[src/rtl/uart_tx_scheduler.sv]
// Shares one UART transmitter between a sample echo channel and a spectrum frame channel.
// Define UART_TX_CHECKSUM_EN to append an XOR-of-bins checksum byte to every frame.
`timescale 1ns/1ps
module uart_tx_scheduler #(
    parameter int         NUM_BINS  = 32,
    parameter int         ADDR_W    = 5,
    parameter logic [7:0] SYNC_BYTE = 8'hA5
) (
    input  logic              cclk,
    input  logic              reset,
    input  logic              sample_valid,
    input  logic [7:0]        sample_data,
    output logic              sample_ready,
    input  logic              frame_req,
    output logic              frame_ack,
    output logic [ADDR_W-1:0] bin_addr,
    input  logic [7:0]        bin_data,
    output logic              frame_done,
    output logic              tx_start,
    output logic [7:0]        tx_data,
    input  logic              tx_busy
);

`ifdef UART_TX_CHECKSUM_EN
    typedef enum logic [2:0] {
        S_IDLE, S_SEND, S_GUARD, S_DRAIN, S_FR_ADDR, S_FR_BIN, S_FR_CK
    } state_t;
    typedef enum logic [1:0] {RET_IDLE, RET_ADDR, RET_CK, RET_DONE} ret_t;
`else
    typedef enum logic [2:0] {
        S_IDLE, S_SEND, S_GUARD, S_DRAIN, S_FR_ADDR, S_FR_BIN
    } state_t;
    typedef enum logic [1:0] {RET_IDLE, RET_ADDR, RET_DONE} ret_t;
`endif

    localparam logic [ADDR_W-1:0] LAST_IDX = ADDR_W'(NUM_BINS - 1);

    state_t            r_state;
    state_t            w_state_next;
    ret_t              r_ret;
    logic [ADDR_W-1:0] r_index;
    logic [ADDR_W-1:0] r_bin_addr;
    logic [7:0]        r_tx_data;
    logic              r_last_frame;
`ifdef UART_TX_CHECKSUM_EN
    logic [7:0]        r_csum;
`endif

    logic w_arb_ok;
    logic w_grant_frame;
    logic w_grant_sample;
    logic w_drain_done;

    // Arbitration only while the transmitter is idle; ties go to whoever did not win last.
    assign w_arb_ok       = (r_state == S_IDLE) && !tx_busy;
    assign w_grant_frame  = w_arb_ok && frame_req && (!sample_valid || !r_last_frame);
    assign w_grant_sample = w_arb_ok && sample_valid && !w_grant_frame;
    assign w_drain_done   = (r_state == S_DRAIN) && !tx_busy;

    always_ff @(posedge cclk or posedge reset) begin
        if (reset) begin
            r_state <= S_IDLE;
        end else begin
            r_state <= w_state_next;
        end
    end

    always_comb begin
        w_state_next = r_state;
        unique case (r_state)
            S_IDLE:    if (w_grant_frame || w_grant_sample) w_state_next = S_SEND;
            S_SEND:    w_state_next = S_GUARD;
            S_GUARD:   w_state_next = S_DRAIN;
            S_DRAIN: begin
                if (!tx_busy) begin
                    unique case (r_ret)
                        RET_ADDR: w_state_next = S_FR_ADDR;
`ifdef UART_TX_CHECKSUM_EN
                        RET_CK:   w_state_next = S_FR_CK;
`endif
                        default:  w_state_next = S_IDLE;
                    endcase
                end
            end
            S_FR_ADDR: w_state_next = S_FR_BIN;
            S_FR_BIN:  w_state_next = S_SEND;
`ifdef UART_TX_CHECKSUM_EN
            S_FR_CK:   w_state_next = S_SEND;
`endif
            default:   w_state_next = S_IDLE;
        endcase
    end

    always_comb begin
        sample_ready = 1'b0;
        frame_ack    = 1'b0;
        tx_start     = 1'b0;
        frame_done   = 1'b0;
        if (!reset) begin
            sample_ready = w_arb_ok && !w_grant_frame;
            frame_ack    = w_grant_frame;
            tx_start     = (r_state == S_SEND);
            frame_done   = w_drain_done && (r_ret == RET_DONE);
        end
    end

    always_ff @(posedge cclk or posedge reset) begin
        if (reset) begin
            r_ret        <= RET_IDLE;
            r_index      <= '0;
            r_bin_addr   <= '0;
            r_tx_data    <= 8'h00;
            r_last_frame <= 1'b1;
`ifdef UART_TX_CHECKSUM_EN
            r_csum       <= 8'h00;
`endif
        end else begin
            if (w_grant_sample) begin
                r_tx_data    <= sample_data;
                r_ret        <= RET_IDLE;
                r_last_frame <= 1'b0;
            end
            if (w_grant_frame) begin
                r_tx_data    <= SYNC_BYTE;
                r_index      <= '0;
                r_bin_addr   <= '0;
                r_ret        <= RET_ADDR;
                r_last_frame <= 1'b1;
`ifdef UART_TX_CHECKSUM_EN
                r_csum       <= 8'h00;
`endif
            end
            if (r_state == S_FR_ADDR) begin
                r_bin_addr <= r_index;
            end
            if (r_state == S_FR_BIN) begin
                r_tx_data <= bin_data;
`ifdef UART_TX_CHECKSUM_EN
                r_csum    <= r_csum ^ bin_data;
`endif
                if (r_index != LAST_IDX) begin
                    // Address moves on early so RAM data is ready by the next FR_BIN.
                    r_index    <= r_index + 1'b1;
                    r_bin_addr <= r_index + 1'b1;
                    r_ret      <= RET_ADDR;
                end else begin
`ifdef UART_TX_CHECKSUM_EN
                    r_ret      <= RET_CK;
`else
                    r_ret      <= RET_DONE;
`endif
                end
            end
`ifdef UART_TX_CHECKSUM_EN
            if (r_state == S_FR_CK) begin
                r_tx_data <= r_csum;
                r_ret     <= RET_DONE;
            end
`endif
        end
    end

    assign bin_addr = r_bin_addr;
    assign tx_data  = r_tx_data;

endmodule

[config.mk]
export PLATFORM = sky130hd
export DESIGN_NAME = uart_tx_scheduler
export DESIGN_NICKNAME = d
export VERILOG_FILES = /design/src/rtl/uart_tx_scheduler.sv
export SDC_FILE = /design/constraint.sdc
export NUM_CORES = 1
export LEC_CHECK = 0
export CAP_MARGIN = 15
export CORE_UTILIZATION = 45
export DETAILED_ROUTE_END_ITERATION = 8
export PLACE_DENSITY = 0.8
export SLEW_MARGIN = 10
export SYNTH_ARGS = -nofsm -noshare
export SYNTH_HDL_FRONTEND = slang
export SYNTH_SLANG_ARGS = --single-unit
[constraint.sdc]
create_clock -name cclk -period 4.1 [get_ports cclk]
set_input_delay 0.82 -clock cclk [delete_from_list [all_inputs] [get_ports cclk]]
set_output_delay 0.82 -clock cclk [all_outputs]
set_load 0.02 [all_outputs]
==> impl_metrics.csv <==
group,metric,value,unit
yosys,synth.distinct_cells,50,
setup_path,reg2regPathDepth,6,
grt,grt_use_total,19.0,%
setup_path,worstPathArrival,2.76,ns
grt,grt_busiest_layer,"met2",
routing,drt_wl_total,2880,um
final_layout,drive_above_1_share,11.7,%
yosys,synth-simple-area-share,22.7,%
setup_path,required,3.28,ns
timing,fin_crit_sh,87.4,%
yosys,synthArstFlopShare,100,%
yosys,synth_compound_area_share,24.8,%
floorplan,die_h,55.4,um
clock_tree,cts_made_buffers,3,
grt,grt_max_degree,25,
pwr,finalPower,1.07,mW
timing,hold_slack,0.513,ns
yosys,syn_nets,141,
setup_path,path_cells,"clkdlybuf4s50_1, or4_4, nor3_1, clkdlybuf4s50_1",
floorplan,start_util,49.5,%
hold_path,min_path_type,"reg2reg",
hold_path,min_from,"r_last_frame",
placed_design,hpwl,2120,um
grt,antenna_found_initial,0,
timing,rsz0062_at_grt,"no",
clock_tree,ctsHoldBuffers,0,
floorplan,io_pins,38,
yosys,synth.top_cell.area_share,44.9,%
final_layout,final_common_cell,"clkdlybuf4s50_1",
job,maxCapViolCount,0,
placed_design,dpl_cell_area,1660,um2
yosys,synthCells,118,
yosys,synth_top_family_by_area,"compound AO/OA/AOI/OAI gates",
clock_tree,cts_tree,"done",
clock_tree,cts_buffer_depth,2,
setup_path,r2r_end,"r_index[3]",
yosys,syn_area,1280,um2
pwr,power.leakage,0.714,nW
timing,final-max-slew-violation-count,0,
pwr,vdd_drop_max,0.375,mV
placed_design,portBuffers,37,
grt,gr-usage-met2,29.3,%
yosys,synth_top_cell_by_area,"dfrtp_1",
setup_path,worst_setup_path_start_kind,"input port",
timing,setup_tns,0,ns
final_layout,num_antenna_cells,0,
yosys,synthFlopType,"dfrtp_1",
final_layout,area_growth,34.0,%
routing,vias,1085,
final_layout,final_area,1720,um2
final_layout,final_cell_mix,"37 x clkdlybuf4s50_1, 23 x dfrtp_1, 8 x nand2_1",
clock_tree,clk_pin_slew_worst_paths,0.12,ns
yosys,yosysWarningCount,0,
timing,clock_skew,0.0142,ns
setup_path,cp_common_cell,"clkdlybuf4s50_1",
clock_tree,cts_setup_buffers,0,
timing,max_slew_margin,41.1,%
setup_path,critical_path_class,"in2out",
routing,wl_per_cell,15.6,um
yosys,yosys-top-cells-area,"dfrtp_1 45%, o221a_2 3.5%, nand2b_1 3.4%",
timing,fmax,279,MHz
floorplan,die_w,55.4,um
yosys,synthAdderAreaFrac,1.95,%
placed_design,routabilityCongestion,0.783,
timing,worstMarginPinSlew,0.882,ns
yosys,ys_ff_latch,24,
yosys,synth_edf_count,0,
setup_path,slowest_delay,0.63,ns
routing,drtPass1Iterations,4,
setup_path,r2r_slack,1.90,ns
timing,hold_viol,0,
yosys,ys_seq_area_share,47.0,%
grt,overflow,0,
floorplan,die_area,3060,um2
yosys,muxShareOfSynthArea,0.781,%
outcome,outcome,"finished, final reports clean",
setup_path,crit_slowest_cell,"clkdlybuf4s50_1",
pwr,p_per_area,624,nW/um2
yosys,synthXorXnorAreaFrac,0,%
timing,setup_viol,0,
routing,route.detailed.drc,0,
grt,grt_util_met3,1.87,%
yosys,synth.avg_cell_area,10.9,um2
clock_tree,root_buffer,"clkbuf_4",
floorplan,rows,18,
routing,ant_nets,0,
timing,fin_crit,3.58,ns
grt,grt_pass1_wl,4690,um
clock_tree,cts_num_sinks,24,
clock_tree,htreeDepth,1,
hold_path,hold_depth,1,
setup_path,cp-end-kind,"output pin",
grt,grt_pass1_vias,1028,
setup_path,worstPathMaxFanout,5,
setup_path,critPathTopFamily,"buffers and inverters",
hold_path,hold_end,"r_last_frame",
clock_tree,insertion_delay,0.32,ns
routing,via_per_inst,5.90,
setup_path,timing.rr.start,"r_index[0]",
routing,drtIter0Drc,31,
final_layout,final_net_count,178,
floorplan,core-area,2590,um2
setup_path,cp_num_buf_inv,2,
grt,grtUsageMet1,27.4,%
clock_tree,cts_resized,0,
## metal layers
metal / routed length, um / share of wire [%]
met1: 1340 / 47
met2: 1380 / 48
met3: 116 / 4.0
met4: 37 / 1.3
met5: 0 / 0
## cells by family after synthesis
family / Yosys count
fa+ha+maj: 2
mux: 1
flops: 24
compound gates: 39
buf+inv: 8
simple gates: 44
## cells in the mapped netlist (all sizes together) (2+ instances only)
library cell and number:
dfrtp 23, nand2 8, a21oi 7, nand2b 7, a21o 4, a221o 4, and2 4, nor2 4
o21ai 4, o221a 4, a22o 3, buf 3, inv 3, and3 2, clkbuf 2, ha 2
nor2b 2, nor3 2, nor3b 2, nor4 2, or3b 2
## worst register-to-register path: cells and delay by family (launching register included)
family	cells	cell delay, ns
AND/OR/NAND/NOR	3	1.00
flip-flops	1	0.46
adder cells (fa/ha/maj)	2	0.51
AO/OA/AOI/OAI	1	0.18
## stage by stage
step / setup slack (ns) / std cells / util (%)
after floorplan: 1.41 / 118 / -
after global placement: 0.541 / 180 / 64.3
after detailed placement: 0.531 / 180 / 64.3
after CTS: 0.507 / 184 / 66.3
after global routing: 0.455 / 184 / 66.3
final: 0.516 / 184 / 66.3
## area by class of cell
type,count,area [um2]
Clock buffer,3,22.5
Clock inverter,1,30.0
Fill cell,205,873
Inverter,3,11.3
Multi-Input combinational cell,86,643
Sequential cell,24,602
Tap cell,30,37.5
Timing Repair Buffer,37,370
## report_power, final
part / switching, mW / total (mW) / internal [mW] / leakage [nW]
registers: 0.107 / 0.439 / 0.332 / 0.299
logic: 0.208 / 0.460 / 0.252 / 0.387
clock network: 0.0732 / 0.172 / 0.0989 / 0.0279
## state kept, by name, indices dropped and copies added, names as in the netlist
register,cells
r_ret,2
bin_addr,5
r_last_frame,1
r_state,3
r_index,5
tx_data,8
## how the worst max path moves through the flow
stage	startpoint	to	slack [ns]	cells past startpoint
floorplan	tx_busy	frame_ack	1.41	2
finish	tx_busy	sample_ready	0.52	4
global route	tx_busy	sample_ready	0.45	4
detailed placement	tx_busy	frame_ack	0.53	4
global placement	tx_busy	sample_ready	0.54	4
CTS	tx_busy	frame_ack	0.51	4
Note: power is estimated with default switching activity, not from simulation.
